--- config.mk ---
export PLATFORM = sky130hd
export DESIGN_NAME = match_sequencer
export DESIGN_NICKNAME = d
export VERILOG_FILES = /design/src/rtl/match_sequencer.sv
export SDC_FILE = /design/constraint.sdc
export NUM_CORES = 1
export LEC_CHECK = 0
export CORE_ASPECT_RATIO = 1.2
export CORE_MARGIN = 2
export CORE_UTILIZATION = 50
export DETAILED_ROUTE_END_ITERATION = 8
export GPL_TIMING_DRIVEN = 0
export PLACE_DENSITY = 0.85
export SYNTH_ARGS = -nofsm -noshare
export SYNTH_HDL_FRONTEND = slang
export SYNTH_SLANG_ARGS = --single-unit
--- constraint.sdc ---
create_clock -name clk -period 3.1 [get_ports clk]
set_input_delay 0.465 -clock clk [delete_from_list [all_inputs] [get_ports clk]]
set_output_delay 0.465 -clock clk [all_outputs]
set_load 0.02 [all_outputs]
--- src/rtl/match_sequencer.sv ---
// match_sequencer: game-phase controller owning match countdown, scores and ball freeze/reset controls
module match_sequencer #(
   parameter int CLK_TICKS_PER_SEC  = 50000000,
   parameter int MATCH_SECONDS      = 180,
   parameter int GOAL_PAUSE_SECONDS = 2,
   parameter int SCORE_MAX          = 99
) (
   input  logic       clk,
   input  logic       rst,
   input  logic [7:0] buttons_n,
   input  logic       blue_score_tgl,
   input  logic       red_score_tgl,
   output logic       game_initiated,
   output logic       ball_reset,
   output logic       ball_freeze,
   output logic       game_over,
   output logic [7:0] time_left,
   output logic [6:0] blue_score,
   output logic [6:0] red_score,
   output logic [1:0] winner,
   output logic [2:0] phase
);
   localparam int TW = CLK_TICKS_PER_SEC > 1 ? $clog2(CLK_TICKS_PER_SEC) : 1;
   localparam int PW = $clog2(GOAL_PAUSE_SECONDS + 1);
   typedef enum logic [2:0] {IDLE = 3'd0, KICKOFF = 3'd1, PLAY = 3'd2, GOAL_PAUSE = 3'd3, OVER = 3'd4} state_t;
   state_t state;
   logic [TW-1:0] tick_cnt;
   logic [PW-1:0] pause_cnt;
   logic hist_valid, blue_hist, red_hist;
   logic running, sec_tick, blue_goal, red_goal, time_out;
   logic [6:0] blue_nxt, red_nxt;
   logic [7:0] time_nxt;
   assign phase = state;
   always_comb begin
      running   = state == PLAY || state == GOAL_PAUSE;
      sec_tick  = running && tick_cnt == TW'(CLK_TICKS_PER_SEC - 1);
      blue_goal = state == PLAY && hist_valid && blue_score_tgl != blue_hist;
      red_goal  = state == PLAY && hist_valid && red_score_tgl != red_hist;
      blue_nxt  = blue_goal && blue_score != 7'(SCORE_MAX) ? blue_score + 7'd1 : blue_score;
      red_nxt   = red_goal && red_score != 7'(SCORE_MAX) ? red_score + 7'd1 : red_score;
      time_nxt  = sec_tick && time_left != 8'd0 ? time_left - 8'd1 : time_left;
      time_out  = running && time_nxt == 8'd0;
   end
   // A final-second goal is already folded into *_nxt, so the latched winner includes it.
   always_ff @(posedge clk or posedge rst)
      if (rst) begin
         state          <= IDLE;
         game_initiated <= 1'b0;
         ball_reset     <= 1'b0;
         ball_freeze    <= 1'b1;
         game_over      <= 1'b0;
         time_left      <= 8'(MATCH_SECONDS);
         blue_score     <= '0;
         red_score      <= '0;
         winner         <= 2'b00;
         tick_cnt       <= '0;
         pause_cnt      <= '0;
         hist_valid     <= 1'b0;
         blue_hist      <= 1'b0;
         red_hist       <= 1'b0;
      end else begin
         hist_valid <= 1'b1;
         blue_hist  <= blue_score_tgl;
         red_hist   <= red_score_tgl;
         blue_score <= blue_nxt;
         red_score  <= red_nxt;
         time_left  <= time_nxt;
         ball_reset <= 1'b0;
         if (running) tick_cnt <= sec_tick ? '0 : tick_cnt + 1'b1;
         case (state)
            IDLE:
               if (~&buttons_n) begin
                  state          <= KICKOFF;
                  tick_cnt       <= '0;
                  ball_reset     <= 1'b1;
                  game_initiated <= 1'b1;
                  ball_freeze    <= 1'b0;
               end
            KICKOFF: state <= PLAY;
            PLAY, GOAL_PAUSE:
               if (time_out) begin
                  state       <= OVER;
                  game_over   <= 1'b1;
                  ball_freeze <= 1'b1;
                  winner      <= blue_nxt > red_nxt ? 2'b01 : red_nxt > blue_nxt ? 2'b10 : 2'b00;
               end else if (state == PLAY && (blue_goal || red_goal)) begin
                  state       <= GOAL_PAUSE;
                  pause_cnt   <= PW'(GOAL_PAUSE_SECONDS);
                  ball_freeze <= 1'b1;
               end else if (state == GOAL_PAUSE && sec_tick) begin
                  pause_cnt <= pause_cnt - 1'b1;
                  if (pause_cnt == PW'(1)) begin
                     state       <= PLAY;
                     ball_reset  <= 1'b1;
                     ball_freeze <= 1'b0;
                  end
               end
            default: ;
         endcase
      end
endmodule

[Word level (Yosys, flattened, before mapping)]
Index checks and enable logic that the tools add are counted.
Cells by class
  $add $sub $neg: 5
  order comparisons: 2
  equal/unequal tests: 12
  muxes and demuxes: 29
  bitwise logic cells: 2
  reduce and logical (&&, ||, !) cells: 25
Operator list (count)
  two-way mux 26 bit: 4
  adder 26 x 1 -> 26 bit (second input constant): 1
  == test 26 bit (second input constant): 1
  two-way mux 3 bit: 5
  adder 7 x 1 -> 7 bit (second input constant): 2
  > comparator 7 bit: 2
  two-way mux 7 bit: 2
  inequality test 7 bit (second input constant): 2
  logical AND 1 bit: 10
  two-way mux 1 bit: 10
  case mux 3 bit (3 select lines): 1
  zero test 8 bit: 1
  two-way mux 2 bit: 4
  two-way mux 8 bit: 1
  inequality test 4 bit (second input constant): 2
  AND reduction 4 bit: 2
  AND reduction 8 bit: 1
  nonzero test 8 bit: 1
  subtractor 8 x 1 -> 8 bit (second input constant): 1
  == test 3 x 2 -> 1 bit (second input constant): 2
  case mux 1 bit (2 select lines): 2
  AND reduction 2 bit: 2
  nonzero test 2 bit: 2
  == test 3 x 1 -> 1 bit (second input constant): 1
  10 further kinds: 13
Storage, ports and cells
  bits in registers: 62
  output and inout bits: 31
  logic and storage cells: 89

[Longest topological paths before layout]
Gate-level depths: netlist (run 1).
  depth in word-level cells: 9
  mapped depth: 15
  depth with buffers taken out: 15

[Worst setup path before layout (run 1)]
OpenSTA, ideal clock, no wires.
  path kind: register to register
  from: reg state[1], in the netlist phase[1]
  to: reg winner[1]
  data arrival time: 2.996 ns
  required time: 2.982 ns
  setup slack: -0.014 ns
  cell stages (with the launch flop): 16
  buffers on the path: 0
  cells stage by stage: dfrtp_1 > nor2b_1 > nand3b_1 > a311oi_1 > and3_1 > and2_1 > xor2_1 > inv_1 > ha_1 > a21oi_1 > nor2b_1 > o21ai_0 > o21ai_0 > nor2_1 > nor4b_2 > a21o_1
On the way
  longest elaborated chain between the ends: 8
  elaborated cells between the ends (all ways): 21
  those cells by class: 2 x order compare; 2 x eq/ne; 5 x mux; 12 x reduce/logical
RTL lines
  start: declaration: line 26  | state_t state;
  start signal: assignment: line 47  | state <= IDLE;
  start signal: assignment: line 73  | state <= KICKOFF;
  start signal: assignment: line 79  | KICKOFF: state <= PLAY;
  == test 3 x 2 -> 1 bit *: line 37  | blue_goal = state == PLAY && hist_valid && blue_score_tgl != blue_hist;
  logical AND 1 bit * (2 in a row): line 37
  logical AND 1 bit *: line 39  | blue_nxt = blue_goal && blue_score != 7'(SCORE_MAX) ? blue_score + 7'd1 : blue_score;
  two-way mux 7 bit *: line 39
  via blue_nxt[4]: line 31  | logic [6:0] blue_nxt, red_nxt;
  > comparator 7 bit: line 85  | winner <= blue_nxt > red_nxt ? 2'b01 : red_nxt > blue_nxt ? 2'b10 : 2'b00;
  two-way mux 2 bit: line 85
  two-way mux 2 bit *: line 85
  end signal: assignment: line 85
  end: declaration: line 20  | output logic [1:0] winner,
Mark *: on every way through the listed nets, which the timed path passes. The rest lies on a longest branch.
A chain may end at the register's enable or synchronous reset.

[Final worst setup path (run 1)]
Same ends and word-level chain as after synthesis.

==> out/qor.txt, run 1 <==
HPWL after detailed placement: 5.146 mm
kind of critical path: flip-flop to flip-flop
class of the worst hold path: flip-flop to flip-flop
routability congestion estimate: 0.8544
clock insertion delay at the later pin of the skew report: 0.34 ns
First-pass DRT Iterations: 4
Crit path arrival time: 3.11 ns
cell count after synthesis: 330
synthesized flop and latch total: 62
largest net degree at the start of global routing: 40
Register-to-Register Setup Slack: 0.22 ns
core utilization of the finished layout: 0.6586
mean cell area of the mapped netlist: 10.01 um2
r2r endpoint: winner[1]
Post-Syn Nets: 354
reported max-cap violation count: 0
num ports: 43
areal power density over the cells: 407.7 mW/mm2
crit-path max FO: 5
mean number of vias per cell: 5.476
maximum operating frequency: 346.9 MHz
required time reported for the critical path endpoint: 3.33 ns
Storage cell area: 0.001562 mm2
startpoint class of the critical path: flip-flop
width of the die: 78.20 um
GRT Resource Usage Total: 0.2101
Initial Utilization: 0.5156
placed instance count: 458
Synth cell types: 51
area of the die: 0.007275 mm2
destination of the critical timing path: winner[1]
number of global-route vias before repair: 2697
Clock Sink Count: 62
wire length per cell: 14.96 um
final hold vios: 0
result of the run: finished, final reports clean
CTS tree: built
shortest clock period the worst path allows after layout: 2.882 ns
share of cells above drive strength 1: 0.1725
most instantiated flip-flop cell in the synthesis netlist: dfrtp_1
Crit. Startpoint: phase[1]
net count reported at finish: 419
DRT Wirelength: 7.257 mm
Root Buffer Master: clkbuf_8
maximum vdd ir drop: 225.6 uV
Post-Route Skew: 0.006303 ns
Finish-stage setup viols: 0
max-slew violations: 0
Post-Syn Area: 0.003303 mm2
Area Overhead vs Synth: 27.73%
Hold Buf Count CTS: 0
Core Footprint: 0.006406 mm2
number of filler instances in the final layout: 472
wire length of the first global-routing pass: 11.91 mm
startpoint of the worst-slack reg-to-reg timing path: phase[1]
CTS buffer count: 9
fin crit share: 0.9298
total number of placement rows: 32
total number of yosys warnings: 0
Finished Layout Cells: 485
via count: 2656
global route overflow: 0
maximum level of the CTS H-tree: 3
count of input and output buffers: 42
pin slew with the least headroom to its limit: 0.6083 ns
fraction of synthesis flops using an asynchronous set or reset pin: 1.000
depth of the worst register-to-register path: 16
kind of end point of the critical path: flip-flop
clock transition at the registers of the reported paths: 0.07 ns
worst rel slew slack: 0.5907
Die Span Y: 93.04 um
count of flip-flops with a built-in enable after synthesis: 0
initial antenna violation count: 0
Antenna diodes: 0
post-synthesis sequential area ratio: 0.4716
Initial DRC Count: 143
CTS Buffer Depth: 2
DRC: 0
static leakage power: 1.824 nW
area used by multi-input combinational logic: 0.001730 mm2
ANT nets after route: 0
[routing by layer]
metal / routed length, um / global-route usage / up-vias
li1: - / - / 1278
met1: 2916 / 0.2421 / 1288
met2: 3775 / 0.3563 / 76
met3: 348 / 0.05598 / 14
met4: 216 / 0.1126 / 0
met5: 0 / 0 / -
[through the flow]
step	setup WS, ns	power (mW)	hold WS, ns	TNS (ns)	area [um2]
after floorplan	0.1311	0.9082	0.4448	0	3309
after global placement	-0.2692	0.9592	0.4496	-0.4420	3836
after detailed placement	-0.3199	0.9646	0.4567	-0.5368	3856
after CTS	0.05940	1.734	0.4754	0	4103
after global routing	-0.01030	1.789	0.4864	-0.01030	4219
final	0.2176	1.720	0.4660	0	4219
[worst max-delay path, stage by stage (launching register included)]
cell and delay [ns]:
dfrtp_2 0.41, nor2b_4 0.20, nand3b_1 0.10, buf_4 0.17
a311oi_4 0.23, and3_4 0.22, and2_1 0.13, xor2_1 0.18
inv_1 0.11, ha_1 0.30, a21oi_1 0.13, nor2b_1 0.05
o21ai_1 0.11, o21ai_1 0.09, nor2_2 0.14, nor4b_2 0.06
a21o_1 0.15
[how the worst min path moves through the flow]
stage	start	cells after the start	endpoint	slack, ns
floorplan	pause_cnt[0]	1	pause_cnt[0]	0.44
global placement	game_over	1	game_over	0.45
detailed placement	game_over	1	game_over	0.46
CTS	game_over	1	game_over	0.48
global route	game_over	1	game_over	0.49
finish	game_over	1	game_over	0.47
[kinds of logic after synthesis]
family | count (synthesis) | synth area share
xor gates and xnor gates | 42 | 0.1114
DFF | 62 | 0.4716
muxes | 6 | 0.02083
and+or+nand+nor | 146 | 0.2417
adders and majority gates | 12 | 0.04545
buffers and inverters | 21 | 0.02614
other | 1 | 0.001135
AOI/OAI and AO/OA | 40 | 0.08182
[cells in the mapped netlist, types with 3 or more instances]
master	count	share of area
xor2_1	19	0.050
xnor2_1	23	0.061
clkbuf_1	3	0.0034
nor2_1	39	0.044
and3_1	5	0.0095
nand3_1	10	0.015
ha_1	12	0.045
or2_2	4	0.0076
dfrtp_1	57	0.43
nand4_1	10	0.019
nor2b_1	4	0.0076
a31oi_1	3	0.0057
nor4_1	8	0.015
inv_1	17	0.019
a21oi_1	15	0.023
o21ai_0	9	0.014
dfstp_2	5	0.040
nand2_1	27	0.031
nand3b_1	3	0.0068
and2_1	4	0.0076
or3_1	3	0.0057
mux2_2	4	0.014
nor3_1	8	0.012
a21o_1	5	0.011
[report_power, final]
group	internal (mW)	switching, mW
clock network	0.451	0.315
registers	0.824	0.0140
logic	0.0553	0.0605
total	1.33	0.390
[area by class of cell]
class,count,share of cell area
inverter,17,0.01512
multi-input combinational,247,0.4101
timing repair buffer,54,0.1234
clock buffer,10,0.03025
buffer,4,0.005338
sequential,62,0.3701
tap,85,0.02521
clock inverter,6,0.02046
[cells in the final DEF (no fill, tap or decap), drive strengths merged, types with 2 or more instances in the layout]
cell,netlist,final
or2,5,5
xnor2,23,23
xor2,19,19
nor2,40,40
clkbuf,3,14
or4,2,2
nand3,10,10
dfstp,5,5
clkinv,0,3
nand2,28,28
clkdlybuf4s50,0,42
nor4,10,10
bufinv,0,2
inv,17,17
or3,4,4
nand4b,3,3
dfrtp,57,57
buf,1,12
and2,4,4
nor4b,3,3
mux2,4,4
nand3b,3,3
nor2b,4,4
and3,7,7
ha,12,12
nor3,8,8
a21o,5,5
a21oi,15,15
mux2i,2,2
nand4,10,10
nand2b,2,2
a31oi,4,4
o21ai,11,11
[sequential cells by signal, summed over array words and instances, names as in the netlist]
signal          count
blue_score          7
red_hist            1
tick_cnt           26
time_left           8
pause_cnt           2
winner              2
phase               3
blue_hist           1
red_score           7
game_over           1
ball_freeze         1
game_initiated      1
ball_reset          1
hist_valid          1
[repair_timing]
item	in CTS	in global routing
buffers inserted	1	9
endpoints found under the setup margin	2	5
gates resized for setup	5	12
pin swaps	1	3
Note: power is estimated with default switching activity, not from simulation.
==> inputs of run 2 (changes only) <==
--- a/config.mk
+++ b/config.mk
@@ -10,6 +10,7 @@
 export CORE_UTILIZATION = 50
 export DETAILED_ROUTE_END_ITERATION = 8
 export GPL_TIMING_DRIVEN = 0
+export MAX_ROUTING_LAYER = met4
 export PLACE_DENSITY = 0.85
 export SYNTH_ARGS = -nofsm -noshare
 export SYNTH_HDL_FRONTEND = slang
==> run 2 against run 1 <==
  * Clock power rose by 0.7%
  * Wire length grew 0.70%
  * Clock-buffer cell count did not move
  * Critical endpoint unchanged
  * Combinational power is essentially flat
  * Sequential share of layout area stayed put
  * Fmax shrank 0.28%
  * Largest power group unchanged
  * Highest routed layer unchanged
==> out/qor.txt, run 2 (same netlist as run 1, synthesis figures left out) <==
initial antenna violation count: 0
final sum of negative setup slack: 0 ns
crit-path max FO: 5
required time reported for the critical path endpoint: 3.33 ns
startpoint of the worst-slack reg-to-reg timing path: phase[1]
number of global-route vias before repair: 2692
wire length of the first global-routing pass: 11.92 mm
pin slew with the least headroom to its limit: 0.6088 ns
Initial Utilization: 0.5156
max-slew violations: 0
r2r endpoint: winner[1]
Initial DRC Count: 138
routability congestion estimate: 0.8680
Area Overhead vs Synth: 27.73%
worst rel slew slack: 0.5904
commonest non-fill, non-tap cell in the layout: dfrtp_1
startpoint of the worst hold path: game_over
share of cells above drive strength 1: 0.1725
num ports: 43
shortest clock period the worst path allows after layout: 2.891 ns
CTS buffer count: 9
commonest cells after routing, fill and taps aside: 54 x dfrtp_1, 42 x clkdlybuf4s50_1, 37 x nor2_1, 27 x nand2_1, 22 x xnor2_1
kind of critical path: flip-flop to flip-flop
GRT Resource Usage Total: 0.2162
fin crit share: 0.9324
clock transition at the registers of the reported paths: 0.07 ns
HPWL after detailed placement: 5.146 mm
Critical-path top delay cell: dfrtp_2
global route overflow: 0
Finish-stage setup viols: 0
delay of the slowest cell on the worst path: 0.41 ns
First-pass DRT Iterations: 5
kind of end point of the critical path: flip-flop
depth of the worst register-to-register path: 16
destination of the critical timing path: winner[1]
CTS tree: built
clock insertion delay at the later pin of the skew report: 0.34 ns
largest registers: tick_cnt (26), time_left (8)
Root Buffer Master: clkbuf_8
Register-to-Register Setup Slack: 0.21 ns
Die Span Y: 93.04 um
Largest register FFs: 26
maximum vdd ir drop: 225.8 uV
Clock Sink Count: 62
uppermost layer routed: met4
reported max-cap violation count: 0
areal power density over the cells: 408.9 mW/mm2
cell repeated most along the worst path: o21ai_1
Post-Route Skew: 0.007901 ns
DRT Wirelength: 7.308 mm
cells along the critical path: nor2b_4 > nand3b_1 > buf_4 > a311oi_4 > and3_4 > and2_1 > xor2_1 > inv_1 > ha_1 > a21oi_1 > nor2b_1 > o21ai_1 > o21ai_1 > nor2_2 > nor4b_2 > a21o_1
routed length on met1: 3.012 mm
net count reported at finish: 419
DRC: 0
width of the die: 78.20 um
met2 layer wire length in the routed design: 3.823 mm
result of the run: finished, final reports clean
startpoint class of the critical path: flip-flop
wire length per cell: 15.07 um
via count: 2651
area of the die: 0.007275 mm2
post-layout total power: 1.725 mW
Antenna diodes: 0
Crit path arrival time: 3.12 ns
mean number of vias per cell: 5.466
count of input and output buffers: 42
final hold vios: 0
largest net degree at the start of global routing: 40
maximum operating frequency: 346.0 MHz
CTS Buffer Depth: 2
class of the worst hold path: flip-flop to flip-flop
routed wl met3: 302 um
Core Footprint: 0.006406 mm2
total number of placement rows: 32
static leakage power: 1.824 nW
maximum level of the CTS H-tree: 3
ANT nets after route: 0
Reg with most FFs: tick_cnt
Crit. Startpoint: phase[1]
[run 2: area by class of cell]
cell class,instances,area [um2]
multi-input combinational,247,1730
sequential,62,1562
inverter,17,63.81
tap,85,106.4
clock buffer,10,127.6
timing repair buffer,54,520.5
clock inverter,6,86.33
buffer,4,22.52
fill,472,2187
[run 2: stage by stage]
step / util / area (um2) / std cells / setup slack, ns / hold slack, ns
CTS: 0.6404 / 4103 / 475 / 0.05940 / 0.4754
global route: 0.6586 / 4219 / 485 / -0.01009 / 0.4864
detailed placement: 0.6020 / 3856 / 458 / -0.3199 / 0.4567
floorplan: - / 3309 / 330 / 0.1311 / 0.4448
global placement: 0.5988 / 3836 / 457 / -0.2692 / 0.4496
finish: 0.6586 / 4219 / 485 / 0.2094 / 0.4663
[run 2: worst min path at each step]
stage	to	slack, ns	cells past startpoint
floorplan	pause_cnt[0]	0.44	1
global route	game_over	0.49	1
global placement	game_over	0.45	1
finish	game_over	0.47	1
detailed placement	game_over	0.46	1
CTS	game_over	0.48	1
[run 2: timing repair]
| item | in CTS | in global routing |
|---|---|---|
| buffers inserted | 1 | 9 |
| gates resized for setup | 5 | 12 |
| pin swaps | 1 | 3 |
| endpoints found under the setup margin | 2 | 5 |
| hold buffers | 0 | 0 |
[run 2: power breakdown]
part | switching [mW] | total (mW) | internal (mW)
logic | 0.0605 | 0.116 | 0.0553
clock network | 0.320 | 0.771 | 0.451
registers | 0.0140 | 0.838 | 0.824
total | 0.394 | 1.72 | 1.33
[run 2: metal layers]
metal | track usage | up-vias
li1 | - | 1279
met1 | 0.2459 | 1291
met2 | 0.3563 | 67
met3 | 0.05116 | 14
met4 | 0.1126 | 0
met5 | - | -
[run 2: worst max-delay path, delay by kind of cell (launching register included)]
family / cells / cell delay, ns
xor+xnor: 1 / 0.18
flops: 1 / 0.41
fa+ha+maj: 1 / 0.30
buf+inv: 2 / 0.28
compound gates: 5 / 0.71
simple gates: 7 / 0.90
==> inputs of run 3 (changes only) <==
--- a/config.mk
+++ b/config.mk
@@ -7,11 +7,12 @@
 export LEC_CHECK = 0
 export CORE_ASPECT_RATIO = 1.2
 export CORE_MARGIN = 2
-export CORE_UTILIZATION = 50
+export CORE_UTILIZATION = 57
 export DETAILED_ROUTE_END_ITERATION = 8
+export DONT_BUFFER_PORTS = 1
 export GPL_TIMING_DRIVEN = 0
 export MAX_ROUTING_LAYER = met4
-export PLACE_DENSITY = 0.85
+export PLACE_DENSITY = 0.84
 export SYNTH_ARGS = -nofsm -noshare
 export SYNTH_HDL_FRONTEND = slang
 export SYNTH_SLANG_ARGS = --single-unit
==> run 3 against run 2 <==
  * Largest cell class unchanged
  * Critical path depth is 3 lower
  * Clock skew is 0.0018 ns lower
  * Power is 2.6% lower
  * Highest routed layer unchanged
==> out/qor.txt, run 3 (same netlist as run 1, synthesis figures left out) <==
worst rel slew slack: 0.1851
num ports: 43
DRT Wirelength: 7.233 mm
global route overflow: 0
kind of critical path: flip-flop to flip-flop
area used by multi-input combinational logic: 0.001782 mm2
core utilization of the finished layout: 0.6731
number of global-route vias before repair: 2487
count of input and output buffers: 0
Finish-stage setup viols: 0
ANT nets after route: 0
initial antenna violation count: 0
width of the die: 73.49 um
depth of the worst register-to-register path: 13
r2r endpoint: winner[1]
Area Overhead vs Synth: 14.73%
Die Span Y: 87.39 um
number of filler instances in the final layout: 414
result of the run: finished, final reports clean
Crit path arrival time: 3.37 ns
hold-critical path depth: 0
crit-path max FO: 8
Register-to-Register Setup Slack: 0.02 ns
Post-Route Skew: 0.006113 ns
via count: 2524
Reg with most FFs: tick_cnt
fin crit share: 0.9928
pin slew with the least headroom to its limit: 1.211 ns
CTS Buffer Depth: 2
Root Buffer Master: clkbuf_8
clock transition at the registers of the reported paths: 0.07 ns
Largest register FFs: 26
CTS buffer count: 9
CTS tree: built
wire length per cell: 17.30 um
DRC: 0
areal power density over the cells: 443.3 mW/mm2
Initial DRC Count: 174
maximum operating frequency: 324.9 MHz
net count reported at finish: 373
destination of the critical timing path: winner[1]
max-slew violations: 0
Storage cell area: 0.001560 mm2
First-pass DRT Iterations: 4
Core Footprint: 0.005630 mm2
final hold vios: 0
GRT Resource Usage Total: 0.2425
Crit. Startpoint: phase[1]
Antenna diodes: 0
final sum of negative setup slack: 0 ns
clock insertion delay at the later pin of the skew report: 0.35 ns
Initial Utilization: 0.5867
HPWL after detailed placement: 4.615 mm
startpoint class of the critical path: flip-flop
share of cells above drive strength 1: 0.1977
largest registers: tick_cnt (26), time_left (8)
static leakage power: 1.653 nW
shortest clock period the worst path allows after layout: 3.078 ns
Clock Sink Count: 62
mean number of vias per cell: 6.038
wire length of the first global-routing pass: 11.43 mm
routability congestion estimate: 0.8348
largest net degree at the start of global routing: 45
required time reported for the critical path endpoint: 3.39 ns
maximum vdd ir drop: 378.4 uV
area of the die: 0.006422 mm2
commonest cells after routing, fill and taps aside: 55 x dfrtp_1, 35 x nor2_1, 25 x nand2_1, 23 x xnor2_1, 17 x xor2_1
startpoint of the worst-slack reg-to-reg timing path: phase[1]
maximum level of the CTS H-tree: 3
reported max-cap violation count: 0
hold slack final: 0.1357 ns
class of the worst hold path: input pin to flip-flop
kind of end point of the critical path: flip-flop
total number of placement rows: 30
commonest non-fill, non-tap cell in the layout: dfrtp_1
## run 3: cell count changes in the layout (fill, tap and decap cells not counted), sizes merged
cell	previous run	this run
clkdlybuf4s50	42	0
clkinvlp	1	0
buf	12	8
dlygate4sd3	0	1
## run 3: what timing repair did
action,in CTS,in global routing
resized for setup,15,12
setup endpoints to repair,3,4
pin swaps,5,7
hold buffers,1,0
setup buffers,2,4
endpoints found under the hold margin,9,0
## run 3: per-stage QoR
step	instance area [um2]	power (mW)	cells	worst slack, ns
detailed placement	3410	0.9282	395	-0.4562
global route	3790	1.736	418	-0.1723
CTS	3712	1.682	414	0.005490
floorplan	3309	0.9082	330	0.1311
global placement	3390	0.9219	394	-0.3512
finish	3790	1.680	418	0.02233
## run 3: critical path, stage by stage, from the launching register on
cell and delay [ns]:
dfrtp_2 0.50, nor2b_4 0.20, nand3b_1 0.24, nor3_4 0.33, nand2_2 0.12, nor2_4 0.15
nand3_1 0.13, xnor2_1 0.22, ha_1 0.34, nand4_1 0.13, o21ai_1 0.24, nor2_2 0.07
nor4b_2 0.21, a21o_1 0.11
## run 3: power breakdown
part           internal [mW]  total (mW)  switching, mW
clock network          0.449       0.762          0.313
logic                 0.0235      0.0644         0.0410
registers              0.824       0.854         0.0296
total                   1.30        1.68          0.384
## run 3: final cells by class
type / count / area share
multi-input cells: 247 / 0.4701
flip-flops and latches: 62 / 0.4117
clock buffers: 11 / 0.03466
well taps: 64 / 0.02113
clock inverters: 5 / 0.01981
repair buffers: 8 / 0.01981
inverters: 17 / 0.01684
plain buffers: 4 / 0.005943
## run 3: worst min-delay path by stage
stage / startpoint / to / slack, ns
2_1_floorplan: pause_cnt[0] / pause_cnt[0] / 0.44
3_3_place_gp: pause_cnt[0] / pause_cnt[0] / 0.47
3_5_place_dp: rst / tick_cnt[10] / 0.37
4_1_cts: red_score_tgl / red_hist / 0.13
5_1_grt: red_score_tgl / red_hist / 0.13
6_report: blue_score_tgl / blue_hist / 0.14
## run 3: layer usage
| metal | vias to the layer above | track usage | share of wire | wire [um] |
|---|---|---|---|---|
| li1 | 1192 | - | - | - |
| met1 | 1237 | 0.2890 | 0.39 | 2844 |
| met2 | 73 | 0.3880 | 0.52 | 3754 |
| met3 | 22 | 0.05093 | 0.053 | 380 |
| met4 | 0 | 0.1190 | 0.035 | 254 |
| met5 | - | - | 0 | 0 |
==> RTL change, RTL diff (config.mk and constraints of run 3) <==
Register the inputs `buttons_n`, `blue_score_tgl` and `red_score_tgl` before use. The logic sees them one clock later.
--- a/src/rtl/match_sequencer.sv
+++ b/src/rtl/match_sequencer.sv
@@ -23,6 +23,17 @@
    localparam int TW = CLK_TICKS_PER_SEC > 1 ? $clog2(CLK_TICKS_PER_SEC) : 1;
    localparam int PW = $clog2(GOAL_PAUSE_SECONDS + 1);
    typedef enum logic [2:0] {IDLE = 3'd0, KICKOFF = 3'd1, PLAY = 3'd2, GOAL_PAUSE = 3'd3, OVER = 3'd4} state_t;
+
+   logic [7:0] buttons_n_q;
+   logic blue_score_tgl_q;
+   logic red_score_tgl_q;
+
+   always_ff @(posedge clk) begin
+      buttons_n_q      <= buttons_n;
+      blue_score_tgl_q <= blue_score_tgl;
+      red_score_tgl_q  <= red_score_tgl;
+   end
+
    state_t state;
    logic [TW-1:0] tick_cnt;
    logic [PW-1:0] pause_cnt;
@@ -34,8 +45,8 @@
    always_comb begin
       running   = state == PLAY || state == GOAL_PAUSE;
       sec_tick  = running && tick_cnt == TW'(CLK_TICKS_PER_SEC - 1);
-      blue_goal = state == PLAY && hist_valid && blue_score_tgl != blue_hist;
-      red_goal  = state == PLAY && hist_valid && red_score_tgl != red_hist;
+      blue_goal = state == PLAY && hist_valid && blue_score_tgl_q != blue_hist;
+      red_goal  = state == PLAY && hist_valid && red_score_tgl_q != red_hist;
       blue_nxt  = blue_goal && blue_score != 7'(SCORE_MAX) ? blue_score + 7'd1 : blue_score;
       red_nxt   = red_goal && red_score != 7'(SCORE_MAX) ? red_score + 7'd1 : red_score;
       time_nxt  = sec_tick && time_left != 8'd0 ? time_left - 8'd1 : time_left;
@@ -60,8 +71,8 @@
          red_hist       <= 1'b0;
       end else begin
          hist_valid <= 1'b1;
-         blue_hist  <= blue_score_tgl;
-         red_hist   <= red_score_tgl;
+         blue_hist  <= blue_score_tgl_q;
+         red_hist   <= red_score_tgl_q;
          blue_score <= blue_nxt;
          red_score  <= red_nxt;
          time_left  <= time_nxt;
@@ -69,7 +80,7 @@
          if (running) tick_cnt <= sec_tick ? '0 : tick_cnt + 1'b1;
          case (state)
             IDLE:
-               if (~&buttons_n) begin
+               if (~&buttons_n_q) begin
                   state          <= KICKOFF;
                   tick_cnt       <= '0;
                   ball_reset     <= 1'b1;
Function: changed (Yosys sat finds a counterexample within 4 cycles, from zero or initial values and one cycle with rst high).
==> RTL change against run 3 <==
  * The run now ends with setup timing left
  * Final area increased by 9.3%
  * Routed wire length up 7.8%
  * Synthesized area grew 7.7%
  * Via count increased by 5.9%
  * Sequential cell count is 10 higher
  * Worst setup slack worse by 0.094 ns
  * Non-clock buffer count up 4
  * Utilization up 1.1 points
  * Total power is 12% higher
  * Clock skew grew 0.0027 ns
  * Hold slack got worse by 0.063 ns
  * Clock power increased by 10%
  * Largest power group unchanged
==> RTL change: results (changes against run 3) <==
- Outcome: complete, but fails checks
- Failing checks: setup timing
- Nets: 398 (+6.7%)
- Post-synth top cells: dfrtp_1, nor2_1, nand2_1
- # fillers: 428 (+3.4%)
- Final wirelength: 7796 um (+7.8%)
- WL met2: 4103 um (+9.3%)
- Clk pin slew, worst setup/hold paths: 0.08 ns
- Logic power comb: 0.0646 mW (about the same)
- Synth top area share: 40.11% (-3.1 points)
- Metal3 WL: 376 um (-1.1%)
- Top delay family on crit path: simple AND/OR/NAND/NOR gates
- Setup Viol. Count Final: 2 (+2)
- Num CTS Buffers: 9 (unchanged)
- Peak supply drop: 0.0006463 V (+71%)
- Total number of vias: 2673 (+5.9%)
- Area of placed instances: 0.003685 sq mm (+8.1%)
- Vias/cell: 5.798 (-4.0%)
- Slew HR: 30.51% (+12 points)
- Ys async rst share: 86.11% (-14 points)
- Half-perimeter wire length after detailed placement: 4907 um (+6.3%)
- Synth Instances: 352 (+6.7%)
- Post-Route M1 WL: 3138 um (+10%)
- CP arrival: 3.41 ns (+0.04 ns)
- Max layer used: met4
- Register area share after synthesis: 49.44% (+2.3 points)
- Ys Warns: 0 (unchanged)
- All-Layer GR Usage: 24.27% (+0.027 points)
- Largest net degree at the start of global routing: 34 (-24%)
- Worst min path class: in2async
- First-iteration detailed-routing DRC count: 176 (+1.1%)
- Placed Instances: 435 (+10%)
- Final WS setup: -0.07162 ns (-0.09394 ns)
- Biggest regs: tick_cnt (26), buttons_n_q (8), time_left (8)
- Clk pwr share: 44.5% (-0.8 points)
- Critical-path maximum fanout: 6 (-2)
- Leakage: 1.814 nW (+9.7%)
- Max Clock Skew: 0.008814 ns (+0.002702 ns)
- Switch Pwr: 0.4467 mW (+16%)
- Synth area leaders: dfrtp_1, xor2_1, nor2_1
- Synthesized net count: 376 (+6.2%)
- First-pass GRT wire length: 12880 um (+13%)
- Clk pwr: 0.841 mW (+10%)
- RePlAce Congestion: 0.8795 (+5.4%)
- Crit path largest cell delay: 0.50 ns (about the same)
- Proportion of layout cells with a drive suffix above 1: 21.11% (+1.3 points)
[RTL change: layout make-up]
class                      count  area (sq um)  share of cell area, %
buffer                         5         27.53                 0.6647
clock buffer                   9         123.9                  2.991
clock inverter                 7         101.3                  2.447
inverter                      13         48.80                  1.178
multi-input combinational    262          1876                  45.29
sequential                    72          1760                  42.51
tap                           82         102.6                  2.477
timing repair buffer          11         101.3                  2.447
[RTL change: metrics by stage]
stage / TNS, ns / worst slack [ns] / hold slack (ns)
floorplan: 0 / 0.06631 / 0.3451
global placement: -0.5501 / -0.3703 / 0.3505
detailed placement: -0.7600 / -0.5003 / 0.3612
CTS: 0 / 0.03792 / 0.09349
global route: -0.4114 / -0.2189 / 0.1143
finish: -0.1275 / -0.07162 / 0.07309
[RTL change: routing by layer]
| metal | track usage [%] | vias to the layer above |
|---|---|---|
| li1 | - | 1259 |
| met1 | 27.75 | 1307 |
| met2 | 41.00 | 89 |
| met3 | 6.300 | 18 |
| met4 | 9.545 | 0 |
| met5 | - | - |
[RTL change: timing repair]
action,4_1_cts,5_1_grt
buffers inserted,7,3
resized for setup,20,15
hold buffers,0,0
pin swaps,7,6
setup endpoints to repair,2,2
[RTL change: logic make-up after synthesis]
kind of cell / synth area share, %
DFF: 49.44
AOI/OAI and AO/OA: 5.067
muxes: 1.830
other: 0.1055
adders and majority gates: 4.222
buffers and inverters: 1.971
and+or+nand+nor: 26.53
xor gates and xnor gates: 10.84
[RTL change: final timing paths]
path	slack [ns]	end	startpoint	depth (start not counted)
min in group clk	0.13	buttons_n_q[5]	buttons_n[5]	0
hold reg to reg	0.37	red_hist	red_score_tgl_q	0
setup / recovery	-0.07	winner[0]	phase[2]	16
hold / removal	0.07	red_score[3]	rst	1
max in group asynchronous	2.36	ball_freeze	rst	2
setup reg to reg	-0.07	winner[0]	phase[2]	16
